[src/rtl/vga_pkg.sv]
// Shared TinyVGA raster constants: default 640x480@60 timing, axis total
// helpers and the TinyVGA PMOD pin order used by the demo top level.
package vga_pkg;

    localparam int H_DISPLAY_DEF       = 640;
    localparam int H_FRONT_DEF         = 16;
    localparam int H_SYNC_DEF          = 96;
    localparam int H_BACK_DEF          = 48;
    localparam int V_DISPLAY_DEF       = 480;
    localparam int V_FRONT_DEF         = 10;
    localparam int V_SYNC_DEF          = 2;
    localparam int V_BACK_DEF          = 33;
    localparam int SYNC_ACTIVE_LOW_DEF = 1;
    localparam int CW_DEF              = 10;

    // Bit positions of each signal on the TinyVGA PMOD output byte.
    typedef enum logic [2:0] {
        PIN_R1    = 3'd0,
        PIN_G1    = 3'd1,
        PIN_B1    = 3'd2,
        PIN_VSYNC = 3'd3,
        PIN_R0    = 3'd4,
        PIN_G0    = 3'd5,
        PIN_B0    = 3'd6,
        PIN_HSYNC = 3'd7
    } tinyvga_pin_e;

    function automatic int axis_total(input int display, input int front,
                                      input int sync, input int back);
        return display + front + sync + back;
    endfunction

    function automatic int h_total(input int display, input int front,
                                   input int sync, input int back);
        return axis_total(display, front, sync, back);
    endfunction

    function automatic int v_total(input int display, input int front,
                                   input int sync, input int back);
        return axis_total(display, front, sync, back);
    endfunction

endpackage

[src/rtl/vga_timing_gen_if.sv]
// Raster timing bundle from vga_timing_gen to the pattern/sprite consumers.
// master = timing generator (drives), slave = pixel pipeline (reads).
interface vga_timing_gen_if #(
    parameter int CW = 10
);
    logic [CW-1:0] hpos;
    logic [CW-1:0] vpos;
    logic          hsync;
    logic          vsync;
    logic          display_on;
    logic          line_start;
    logic          frame_start;
    logic [15:0]   frame_count;

    modport master (
        output hpos, vpos, hsync, vsync, display_on,
               line_start, frame_start, frame_count
    );

    modport slave (
        input hpos, vpos, hsync, vsync, display_on,
              line_start, frame_start, frame_count
    );
endinterface

[src/rtl/vga_axis_counter.sv]
// One raster axis (horizontal or vertical). Holds the position counter and a
// registered sync pin level derived from the next count, so the sync pin is
// aligned with the count. Exposes next-count decodes so the top can register
// its combined flags with the same alignment, and a wrap flag that enables
// the following axis.
module vga_axis_counter
    import vga_pkg::*;
#(
    parameter int DISPLAY    = H_DISPLAY_DEF,
    parameter int FRONT      = H_FRONT_DEF,
    parameter int SYNC       = H_SYNC_DEF,
    parameter int BACK       = H_BACK_DEF,
    parameter bit ACTIVE_LOW = 1'b1,
    parameter int CW         = CW_DEF
) (
    input  logic          clk,
    input  logic          rst_n,
    input  logic          step,
    output logic [CW-1:0] count,
    output logic          sync,
    output logic          active_next,
    output logic          first_next,
    output logic          wrap
);

    localparam int            TOTAL      = axis_total(DISPLAY, FRONT, SYNC, BACK);
    localparam logic [CW-1:0] LAST       = CW'(TOTAL - 1);
    localparam logic [CW-1:0] DISP_LIMIT = CW'(DISPLAY);
    localparam logic [CW-1:0] SYNC_FIRST = CW'(DISPLAY + FRONT);
    localparam logic [CW-1:0] SYNC_LAST  = CW'(DISPLAY + FRONT + SYNC - 1);
    localparam logic          SYNC_IDLE  = ACTIVE_LOW ? 1'b1 : 1'b0;

    logic [CW-1:0] count_r;
    logic [CW-1:0] count_next_s;
    logic          sync_r;
    logic          sync_next_s;

    // Next position: wrap at the last pixel/line, hold when not stepping.
    always_comb begin
        count_next_s = count_r;
        if (step) begin
            if (count_r == LAST) begin
                count_next_s = {CW{1'b0}};
            end else begin
                count_next_s = count_r + CW'(1);
            end
        end else begin
            count_next_s = count_r;
        end
    end

    // Sync pin level for the position being entered.
    always_comb begin
        sync_next_s = SYNC_IDLE;
        if ((count_next_s >= SYNC_FIRST) && (count_next_s <= SYNC_LAST)) begin
            sync_next_s = ~SYNC_IDLE;
        end else begin
            sync_next_s = SYNC_IDLE;
        end
    end

    // Position and sync registers; reset parks on the last position.
    always_ff @(posedge clk) begin
        if (!rst_n) begin
            count_r <= LAST;
            sync_r  <= SYNC_IDLE;
        end else begin
            count_r <= count_next_s;
            sync_r  <= sync_next_s;
        end
    end

    assign count       = count_r;
    assign sync        = sync_r;
    assign active_next = (count_next_s < DISP_LIMIT);
    assign first_next  = (count_next_s == {CW{1'b0}});
    assign wrap        = (count_r == LAST);

endmodule

[src/rtl/vga_timing_gen.sv]
// Raster timing generator for the TinyVGA demo. Produces pixel coordinates,
// sync pins, display enable, line/frame strobes and a frame counter, all
// registered and describing the pixel at hpos/vpos.
// Optional build macro VGA_TIMING_PIX_EN_EN adds a pix_en port; the raster
// then advances only on enabled edges (e.g. 50 MHz clock with div-2 enable).
module vga_timing_gen
    import vga_pkg::*;
#(
    parameter int H_DISPLAY       = H_DISPLAY_DEF,
    parameter int H_FRONT         = H_FRONT_DEF,
    parameter int H_SYNC          = H_SYNC_DEF,
    parameter int H_BACK          = H_BACK_DEF,
    parameter int V_DISPLAY       = V_DISPLAY_DEF,
    parameter int V_FRONT         = V_FRONT_DEF,
    parameter int V_SYNC          = V_SYNC_DEF,
    parameter int V_BACK          = V_BACK_DEF,
    parameter int SYNC_ACTIVE_LOW = SYNC_ACTIVE_LOW_DEF,
    parameter int CW              = CW_DEF
) (
    input  logic             clk,
    input  logic             rst_n,
`ifdef VGA_TIMING_PIX_EN_EN
    input  logic             pix_en,
`endif
    vga_timing_gen_if.master vga
);

    localparam bit SYNC_LOW = (SYNC_ACTIVE_LOW != 0);

    logic          adv_s;
    logic          v_step_s;
    logic          frame_wrap_s;
    logic [CW-1:0] h_count_s;
    logic [CW-1:0] v_count_s;
    logic          h_sync_s;
    logic          v_sync_s;
    logic          h_active_nx_s;
    logic          v_active_nx_s;
    logic          h_first_nx_s;
    logic          v_first_nx_s;
    logic          h_wrap_s;
    logic          v_wrap_s;

    logic          display_on_r;
    logic          line_start_r;
    logic          frame_start_r;
    logic [15:0]   frame_count_r;

`ifdef VGA_TIMING_PIX_EN_EN
    assign adv_s = pix_en;
`else
    assign adv_s = 1'b1;
`endif

    // Vertical axis steps once per line; the frame ends when both axes wrap.
    assign v_step_s     = adv_s & h_wrap_s;
    assign frame_wrap_s = v_step_s & v_wrap_s;

    vga_axis_counter #(
        .DISPLAY    (H_DISPLAY),
        .FRONT      (H_FRONT),
        .SYNC       (H_SYNC),
        .BACK       (H_BACK),
        .ACTIVE_LOW (SYNC_LOW),
        .CW         (CW)
    ) u_h_axis (
        .clk         (clk),
        .rst_n       (rst_n),
        .step        (adv_s),
        .count       (h_count_s),
        .sync        (h_sync_s),
        .active_next (h_active_nx_s),
        .first_next  (h_first_nx_s),
        .wrap        (h_wrap_s)
    );

    vga_axis_counter #(
        .DISPLAY    (V_DISPLAY),
        .FRONT      (V_FRONT),
        .SYNC       (V_SYNC),
        .BACK       (V_BACK),
        .ACTIVE_LOW (SYNC_LOW),
        .CW         (CW)
    ) u_v_axis (
        .clk         (clk),
        .rst_n       (rst_n),
        .step        (v_step_s),
        .count       (v_count_s),
        .sync        (v_sync_s),
        .active_next (v_active_nx_s),
        .first_next  (v_first_nx_s),
        .wrap        (v_wrap_s)
    );

    // Combined flags and frame counter, decoded from the next position so
    // they line up with the counters; holding the position holds the flags.
    always_ff @(posedge clk) begin
        if (!rst_n) begin
            display_on_r  <= 1'b0;
            line_start_r  <= 1'b0;
            frame_start_r <= 1'b0;
            frame_count_r <= 16'hFFFF;
        end else begin
            display_on_r  <= h_active_nx_s & v_active_nx_s;
            line_start_r  <= h_first_nx_s;
            frame_start_r <= h_first_nx_s & v_first_nx_s;
            if (frame_wrap_s) begin
                frame_count_r <= frame_count_r + 16'd1;
            end else begin
                frame_count_r <= frame_count_r;
            end
        end
    end

    assign vga.hpos        = h_count_s;
    assign vga.vpos        = v_count_s;
    assign vga.hsync       = h_sync_s;
    assign vga.vsync       = v_sync_s;
    assign vga.display_on  = display_on_r;
    assign vga.line_start  = line_start_r;
    assign vga.frame_start = frame_start_r;
    assign vga.frame_count = frame_count_r;

endmodule

[src/flat_wrapper.sv]
// flat-port wrapper written by rule: the top's interface ports become plain ports
module vga_timing_gen_flat import vga_pkg::*;
#(
    parameter int H_DISPLAY       = H_DISPLAY_DEF,
    parameter int H_FRONT         = H_FRONT_DEF,
    parameter int H_SYNC          = H_SYNC_DEF,
    parameter int H_BACK          = H_BACK_DEF,
    parameter int V_DISPLAY       = V_DISPLAY_DEF,
    parameter int V_FRONT         = V_FRONT_DEF,
    parameter int V_SYNC          = V_SYNC_DEF,
    parameter int V_BACK          = V_BACK_DEF,
    parameter int SYNC_ACTIVE_LOW = SYNC_ACTIVE_LOW_DEF,
    parameter int CW              = CW_DEF
)
  (clk, rst_n, vga_hpos, vga_vpos, vga_hsync, vga_vsync, vga_display_on, vga_line_start, vga_frame_start, vga_frame_count);
  vga_timing_gen_if #(.CW(CW)) vga_i ();
  input  logic clk;
  input  logic rst_n;
  output wire logic [$bits(vga_i.hpos)-1:0] vga_hpos;
  output wire logic [$bits(vga_i.vpos)-1:0] vga_vpos;
  output wire logic [$bits(vga_i.hsync)-1:0] vga_hsync;
  output wire logic [$bits(vga_i.vsync)-1:0] vga_vsync;
  output wire logic [$bits(vga_i.display_on)-1:0] vga_display_on;
  output wire logic [$bits(vga_i.line_start)-1:0] vga_line_start;
  output wire logic [$bits(vga_i.frame_start)-1:0] vga_frame_start;
  output wire logic [$bits(vga_i.frame_count)-1:0] vga_frame_count;
  assign vga_hpos = vga_i.hpos;
  assign vga_vpos = vga_i.vpos;
  assign vga_hsync = vga_i.hsync;
  assign vga_vsync = vga_i.vsync;
  assign vga_display_on = vga_i.display_on;
  assign vga_line_start = vga_i.line_start;
  assign vga_frame_start = vga_i.frame_start;
  assign vga_frame_count = vga_i.frame_count;
  vga_timing_gen #(.H_DISPLAY(H_DISPLAY), .H_FRONT(H_FRONT), .H_SYNC(H_SYNC), .H_BACK(H_BACK), .V_DISPLAY(V_DISPLAY), .V_FRONT(V_FRONT), .V_SYNC(V_SYNC), .V_BACK(V_BACK), .SYNC_ACTIVE_LOW(SYNC_ACTIVE_LOW), .CW(CW)) u_core (.clk(clk), .rst_n(rst_n), .vga(vga_i));
endmodule
[config.mk]
export PLATFORM = sky130hd
export DESIGN_NAME = vga_timing_gen_flat
export DESIGN_NICKNAME = d
export VERILOG_FILES = /design/src/rtl/vga_pkg.sv /design/src/rtl/vga_timing_gen_if.sv /design/src/rtl/vga_axis_counter.sv /design/src/rtl/vga_timing_gen.sv /design/src/flat_wrapper.sv
export SDC_FILE = /design/constraint.sdc
export NUM_CORES = 1
export LEC_CHECK = 0
export CELL_PAD_IN_SITES_DETAIL_PLACEMENT = 1
export CELL_PAD_IN_SITES_GLOBAL_PLACEMENT = 1
export CORE_AREA = 2 2 80 82
export CTS_CLUSTER_DIAMETER = 100
export DETAILED_ROUTE_END_ITERATION = 12
export DIE_AREA = 0 0 82 84
export PLACE_DENSITY_LB_ADDON = 0.1
export SKIP_LAST_GASP = 1
export SLEW_MARGIN = 40
export SYNTH_ARGS = -nofsm -noshare
export SYNTH_HDL_FRONTEND = slang
export SYNTH_SLANG_ARGS = --single-unit
[constraint.sdc]
create_clock -name clk -period 3.1 [get_ports clk]
set_input_delay 0.62 -clock clk [delete_from_list [all_inputs] [get_ports clk]]
set_output_delay 0.62 -clock clk [all_outputs]
set_load 0.005 [all_outputs]
# ---- Word-level counts from Yosys, hierarchy flattened
# Index checks and enable logic that the tools add are counted.
dict set report totals {
  ff_bits 41
  inputBits 2
  out_inout_bits 41
  word_cells 31
}
dict set report classes {
  n_addsub 3
  order_cmp 6
  n_eq_ne 2
  n_mux 5
  bitwise_logic 3
  n_reduce_logical 4
}
# cell n
set ops {}
lappend ops {{$mux W10} 3}
lappend ops {{$add A10 B1 Y10 const B} 2}
lappend ops {{$eq A10 B10 Y1 const B} 2}
lappend ops {{$logic_not A10 Y1} 2}
lappend ops {{$add A16 B1 Y16 const B} 1}
lappend ops {{$ge A10 B10 Y1 const B} 1}
lappend ops {{$ge A10 B9 Y1 const B} 1}
lappend ops {{$le A10 B10 Y1 const B} 1}
lappend ops {{$le A10 B9 Y1 const B} 1}
lappend ops {{$lt A10 B10 Y1 const B} 1}
lappend ops {{$lt A10 B9 Y1 const B} 1}
lappend ops {{$and A1 B1 Y1} 3}
lappend ops {{$logic_and A1 B1 Y1} 2}
lappend ops {{$mux W1} 2}

# ---- Logic depth before layout (Yosys ltp)
# Gate-level depths: netlist of the first run.
dict set report logic_depth {
  word_depth 6
  mapped_depth 9
  mapped_depth_nobuf 8
}

# ---- By module
# Synthesis of the first run repeated with hierarchy kept, for this count alone.
dict set report hier_totals {
  hier_cells 260
  area_unflattened_um2 2270.9
}
# mod instances cells_per_inst area_per_inst_um2 seq_area_each_um2
set by_module_without_submodules {}
lappend by_module_without_submodules {vga_timing_gen 1 87 814.5 380.4}
lappend by_module_without_submodules {{vga_axis_counter at u_core.u_v_axis} 1 94 797.0 220.2}
lappend by_module_without_submodules {{vga_axis_counter at u_core.u_h_axis} 1 79 659.4 220.2}

# ---- Worst setup path after synthesis of the first run
# No wires, ideal clock.
dict set report synth_timing {
  path_type {flip-flop to flip-flop}
  start {reg u_core.u_h_axis.count_r[0], in the netlist u_core.u_h_axis.count[0]}
  end {reg u_core.frame_start_r, in the netlist u_core.vga.frame_start}
  setup_time_ps 103
  arrival_time_ps 2255
  t_required_ps 2997
  setup_slack_ps 741
  path_stages_with_launch 9
  path_buffers 1
  period_less_slack_ps 2359
  path_cell_list {dfxtp_1 > ha_1 > nand4_2 > or3_1 > buf_6 > o31ai_4 > nand3_2 > a221o_1 > a2111oi_2}
}
dict set report synth_between {
  elab_chain_cells 4
  word_cells_on_any_way 7
  classes_between {add/sub (1); eq/ne (1); mux (2); bitwise (1); reduce/logical (2)}
}
# item line_no
set synth_rtl {}
lappend synth_rtl {{from (decl)} vga_axis_counter.sv:33} ;# logic [CW-1:0] count_r;
lappend synth_rtl {{from (signal assigned)} vga_axis_counter.sv:68} ;# count_r <= count_next_s;
lappend synth_rtl {{$add A10 B1 Y10 / $eq A10 B10 Y1 (equally long branches)} {vga_axis_counter.sv:45, vga_axis_counter.sv:42, vga_axis_counter.sv:77}}
lappend synth_rtl {{$mux W10, on equally long branches} {vga_axis_counter.sv:42, vga_axis_counter.sv:41}}
lappend synth_rtl {{$logic_not A10 Y1} vga_axis_counter.sv:76} ;# assign first_next = (count_next_s == {CW{1'b0}});
lappend synth_rtl {{$and A1 B1 Y1 (*)} vga_timing_gen.sv:106} ;# frame_start_r <= h_first_nx_s & v_first_nx_s;
lappend synth_rtl {{to (signal assigned)} vga_timing_gen.sv:106}
lappend synth_rtl {{to (decl)} vga_timing_gen.sv:46} ;# logic frame_start_r;
# Every way passes the cells marked *; elsewhere a longest branch is shown, timed or not.
# A chain may end at the register's enable or synchronous reset.

# ---- Worst setup path after layout of the first run
# Same ends and word-level chain as after synthesis.

==> impl_metrics.tcl, run 1 <==
set metrics [dict create \
    clkLatencyLatePin_ns 0.29 \
    path_cells "ha_1 -> nand4_2 -> or3_1 -> o31ai_4 -> nand3_2 -> a221o_1 -> a2111oi_2" \
    clk_pin_slew_ns 0.09 \
    p_seq_share_pct 33.0 \
    yosys-top-cells-area "dfxtp_1 40%, xnor2_1 7.2%, nand2_1 6.6%, nand3_1 3.9%, ha_1 3.0%" \
    r2r_cells 7 \
    cts_tree "yes" \
    synth.cell_area_um2 2062 \
    root_buffer "clkbuf_8" \
    cts.sinks 41 \
    hold_violations 0 \
    pwr-share-comb_pct 50.0 \
    wl_um 5373 \
    ys_warn_count 0 \
    cts_buffers 5 \
    slew_headroom_pct 63.47 \
    synth_cell_types 42 \
    worstSetupEndpointType "flop" \
    synth_area_per_cell_um2 8.314 \
    period_share_pct 88.00 \
    power.switching_mw 1.114 \
    initial_core_util_pct 33.83 \
    synth_xor_area_share_pct 9.769 \
    arrival_ns 2.92 \
    finalSetupViolCount 0 \
    crit_path_top_delay_cell "or3_1" \
    syn_inst 248 \
    yosysTopAreaCell "dfxtp_1" \
    leakage_nw 1.029 \
    p_int_mw 1.603 \
    synth_top_family_by_area "simple AND/OR/NAND/NOR gates" \
    die_y_um 84 \
    slowest_delay_ns 0.60 \
    cts_hold_buf 0 \
    top_usage_layer "met2" \
    fmax_mhz 366.6 \
    synth_common_cells "41 x dfxtp_1, 36 x nand2_1, 17 x xnor2_1" \
    yosysTopAreaCellShare_pct 39.81 \
    die_area_um2 6888 \
    clockPowerShare_pct 16.9 \
    yosys.area_share.simple_pct 32.58 \
    drc 0 \
    port_buffers 42 \
    grt_pass1_vias 1901 \
    hold_slack_ns 0.5063 \
    power_density_nw_per_um2 1017 \
    cts_resized 0 \
    hp-class "flop to flop" \
    synth_seq_cells 41 \
    synth-adder-area-share_pct 3.034 \
    cp-start-kind "flop" \
    crit_type "flop to flop" \
    ir_worst_vdd_mv 0.4182 \
    clockBufferDepth 2 \
    synth_edf_count 0 \
    postRouteAntennaNets 0 \
    placed_area_um2 2551 \
    grt_pass1_wl_um 9190 \
    firstDrtPassIters 4 \
    cp.required_ns 3.29 \
    grt_use_total_pct 17.27 \
    via_count 1873 \
    slew_viol_final 0 \
    async_reset_ff_share_pct 0 \
    overflow 0 \
    rows 29 \
    wl_per_cell_um 14.68 \
    synth-compound-area-share_pct 9.466 \
    areaGrowthSynthToFinish_pct 29.55 \
    grt_max_degree 24 \
    swShare_pct 40.99 \
    viasPerCell 5.117 \
    fin_nets 295 \
    htreeDepth 2 \
    antenna_found_initial 0 \
    timing_worst_slew_pin_value_ns 0.5480 \
    grtUsageMet3_pct 2.814 \
    fin_area_um2 2671 \
    cp_max_fo 15 \
    drt_iter0_markers 39 \
    ios 43 \
    hold_depth 2 \
    dp_hpwl_um 4000 \
    die_w_um 82 \
    use_met2_pct 26.09 \
    cap_violations 0 \
    muxShareOfSynthArea_pct 0 \
    core-area_um2 6096 \
    tns_ns 0 \
    n_antenna_cell 0 \
    drive_above_1_share_pct 6.228 \
    final_util_pct 43.82 \
    synth.most_common_cell "dfxtp_1" \
    place.gp.congestion 0.7939 \
    worst_clock_skew_ns 0.006650 \
    status "complete, no violations" \
    synthFlopType "dfxtp_1" \
    syn-num-nets 255 \
    finalCriticalPeriod_ns 2.728 \
    rsz0062_at_grt "false" \
    grt_util_met1_pct 24.35 \
    synth_seq_area_share_pct 39.81 \
    post_cts_buffers 0 \
]
[state kept, by name, indices dropped and copies added (netlist names)]
| name | flops |
|---|---|
| u_core.vga.line_start | 1 |
| u_core.u_v_axis.sync | 1 |
| u_core.u_h_axis.sync | 1 |
| u_core.vga.frame_count | 16 |
| u_core.vga.display_on | 1 |
| u_core.u_v_axis.count | 10 |
| u_core.u_h_axis.count | 10 |
| u_core.vga.frame_start | 1 |
[power by group through the flow]
stage	Sequential, mW	Combinational [mW]	Clock, mW
finish	0.898	1.36	0.460
global route	0.933	1.54	0.498
CTS	0.901	1.37	0.474
detailed placement	0.911	1.36	0
global placement	0.910	1.35	0
floorplan	0.846	0.925	0
[cells by family after synthesis]
| family | after synthesis |
|---|---|
| xor gates and xnor gates | 23 |
| and+or+nand+nor | 124 |
| DFF | 41 |
| buffers and inverters | 27 |
| adders and majority gates | 5 |
| AOI/OAI and AO/OA | 28 |
[metal layers]
| metal | wire length [um] | vias to the layer above | share of wire, % |
|---|---|---|---|
| met4 | 74 | 0 | 1.4 |
| li1 | - | 936 | - |
| met5 | 0 | - | 0 |
| met3 | 144 | 6 | 2.7 |
| met1 | 2690 | 905 | 50 |
| met2 | 2463 | 26 | 46 |
[worst paths after layout]
check                             startpoint                    endpoint  slack [ns]
setup / recovery    u_core.u_h_axis.count[0]      u_core.vga.frame_start        0.37
hold reg to reg   u_core.vga.frame_count[15]  u_core.vga.frame_count[15]        0.51
setup reg to reg    u_core.u_h_axis.count[0]      u_core.vga.frame_start        0.37
hold / removal    u_core.vga.frame_count[15]  u_core.vga.frame_count[15]        0.51
[placed cells by master, fill, tap and decap left out, types with 2 or more instances in the layout]
cell              n
nand3b_1          2
and4_1            6
and2_1            4
nor3_1           12
o21ai_0           9
nor4_1            3
nand2_1          36
nand3_1          16
and3_1            4
ha_1              5
a211oi_1          2
nand4_1           8
xor2_1            6
nor2_1           16
nand2b_1          2
xnor2_1          17
clkdlybuf4s50_1  42
or3_1             5
clkbuf_8          6
nor3b_1           2
inv_1            13
dfxtp_1          41
a21oi_1           8
buf_4             4
[area by class of cell]
class                   count  area [um^2]
flip-flops and latches     41        820.8
inverters                  14        52.55
clock inverters             2        37.54
well taps                  77        96.34
repair buffers             46        450.4
clock buffers               6        82.58
multi-input cells         180         1131
fillers                   725         3425
[critical path, delay by kind of cell (launching register included)]
kind            cells  cell delay (ns)
compound gates      3             1.03
simple gates        3             0.89
fa+ha+maj           1             0.27
flops               1             0.43
[through the flow]
stage | setup WS, ns | total power [mW] | cells
5_1_grt | 0.1613 | 2.975 | 366
3_3_place_gp | 0.4871 | 2.257 | 358
2_1_floorplan | 0.7411 | 1.771 | 248
6_report | 0.3720 | 2.717 | 366
3_5_place_dp | 0.4000 | 2.273 | 358
4_1_cts | 0.3729 | 2.747 | 366
Note: power is estimated with default switching activity, not from simulation.
==> inputs of run 2 (changes only) <==
CORE_AREA = 2 2 78 80   (was 2 2 80 82)
DIE_AREA = 0 0 80 82   (was 0 0 82 84)
==> impl_metrics.tcl, run 2 (same netlist as run 1, synthesis figures left out) <==
set metrics [dict create \
    hold_violations 0 \
    cts_tree "yes" \
    place.gp.congestion 0.8230 \
    worst_clock_skew_ns 0.009280 \
    slew_headroom_pct 68.81 \
    rrSetupSlack_ns 0.42 \
    finalSetupViolCount 0 \
    layout_common_cells "42 x clkdlybuf4s50_1, 41 x dfxtp_1, 36 x nand2_1" \
    root_buffer "clkbuf_8" \
    viasPerCell 5.083 \
    postRouteAntennaNets 0 \
    die_area_um2 6560 \
    drc 0 \
    areaGrowthSynthToFinish_pct 28.64 \
    finalCriticalPeriod_ns 2.681 \
    core-area_um2 5746 \
    cp_top_family "compound AO/OA/AOI/OAI gates" \
    timing_worst_slew_pin_value_ns 0.4651 \
    multi_input_area_um2 1131 \
    grt_pass1_wl_um 8852 \
    drt_iter0_markers 52 \
    cp.required_ns 3.29 \
    largest_register_ffs 16 \
    cts.sinks 41 \
    port_buffers 42 \
    slowest_delay_ns 0.55 \
    hold-path-endpoint "u_core.vga.frame_count[1]" \
    die_w_um 80 \
    worstReg2RegStart "u_core.u_h_axis.count[0]" \
    worstSetupEndpointType "flop" \
    crit_type "flop to flop" \
    clk_pin_slew_ns 0.08 \
    initial_core_util_pct 35.89 \
    cap_violations 0 \
    fmax_mhz 373.0 \
    ir_worst_vdd_mv 0.4189 \
    overflow 0 \
    wl_um 5248 \
    power_density_nw_per_um2 1016 \
    wl_per_cell_um 14.46 \
    n_antenna_cell 0 \
    path_buf_inv 0 \
    dp_hpwl_um 3938 \
    final_common_cell "clkdlybuf4s50_1" \
    clkLatencyLatePin_ns 0.29 \
    hp-class "flop to flop" \
    p_total_mw 2.696 \
    grt_use_total_pct 17.56 \
    slew_viol_final 0 \
    rows 28 \
    hold_start "u_core.vga.frame_count[1]" \
    cp-start-kind "flop" \
    r2r-end "u_core.vga.frame_start" \
    path_cells "ha_1 -> nand4_2 -> or3_1 -> o31ai_4 -> nand3_2 -> a221o_1 -> a2111oi_2" \
    regArea_um2 820.8 \
    die_y_um 82 \
    fin_nets 295 \
    clockBufferDepth 2 \
    htreeDepth 2 \
    worst_slack_ns 0.4190 \
    leakage_nw 1.025 \
    cts_hold_buf 0 \
    cts_buffers 5 \
    hold_depth 2 \
    placed_area_um2 2549 \
    via_count 1845 \
    cts_resized 0 \
    post_cts_buffers 0 \
    fill_cells 721 \
    arrival_ns 2.87 \
    r2r_cells 7 \
    period_share_pct 86.48 \
    fin_area_um2 2653 \
    post-place-ws_ns 0.4795 \
    firstDrtPassIters 4 \
    ios 43 \
    grt_max_degree 22 \
    crit_path_top_delay_cell "or3_1" \
    hold_slack_ns 0.5112 \
    drive_above_1_share_pct 5.903 \
    antenna_found_initial 0 \
    grt_pass1_vias 1751 \
    status "complete, no violations" \
    cp_max_fo 10 \
    rsz0062_at_grt "false" \
    tns_ns 0 \
]
==> run 2: final cells by class <==
cell class	count	area share (%)
clock buffers	5	2.594
clock inverters	2	1.321
inverters	14	1.981
multi-input cells	180	42.64
flip-flops and latches	41	30.94
well taps	75	3.538
repair buffers	46	16.98
==> run 2: layer usage <==
layer	global-route usage [%]	wire length, um	vias to the layer above
met3	3.187	146	10
li1	-	-	935
met5	0	0	-
met2	26.17	2308	30
met1	24.90	2672	870
met4	7.288	120	0
==> run 2: worst min-delay path, cell delays in order (launching register included) <==
cell	delay [ns]
dfxtp_1	0.34
nand2_1	0.06
nand3_1	0.06
==> run 2: how the worst max path moves through the flow <==
stage	start	to	slack (ns)	depth (start not counted)
2_1_floorplan	u_core.u_h_axis.count[0]	u_core.vga.frame_start	0.74	8
3_3_place_gp	u_core.u_h_axis.count[0]	u_core.vga.frame_start	0.56	7
3_5_place_dp	u_core.u_h_axis.count[0]	u_core.vga.frame_start	0.48	7
4_1_cts	u_core.u_h_axis.count[0]	u_core.vga.frame_start	0.39	7
5_1_grt	u_core.u_h_axis.count[0]	u_core.vga.frame_start	0.22	7
6_report	u_core.u_h_axis.count[0]	u_core.vga.frame_start	0.42	7
==> run 2: through the flow <==
step / cells / util (%)
2_1_floorplan: 248 / -
3_3_place_gp: 356 / 44.36
3_5_place_dp: 356 / 44.36
4_1_cts: 363 / 46.17
5_1_grt: 363 / 46.17
6_report: 363 / 46.17
==> run 2: power by group <==
part	internal (mW)	switching [mW]	total, mW
Combinational	0.673	0.709	1.38
Sequential	0.678	0.223	0.901
Clock	0.234	0.178	0.412
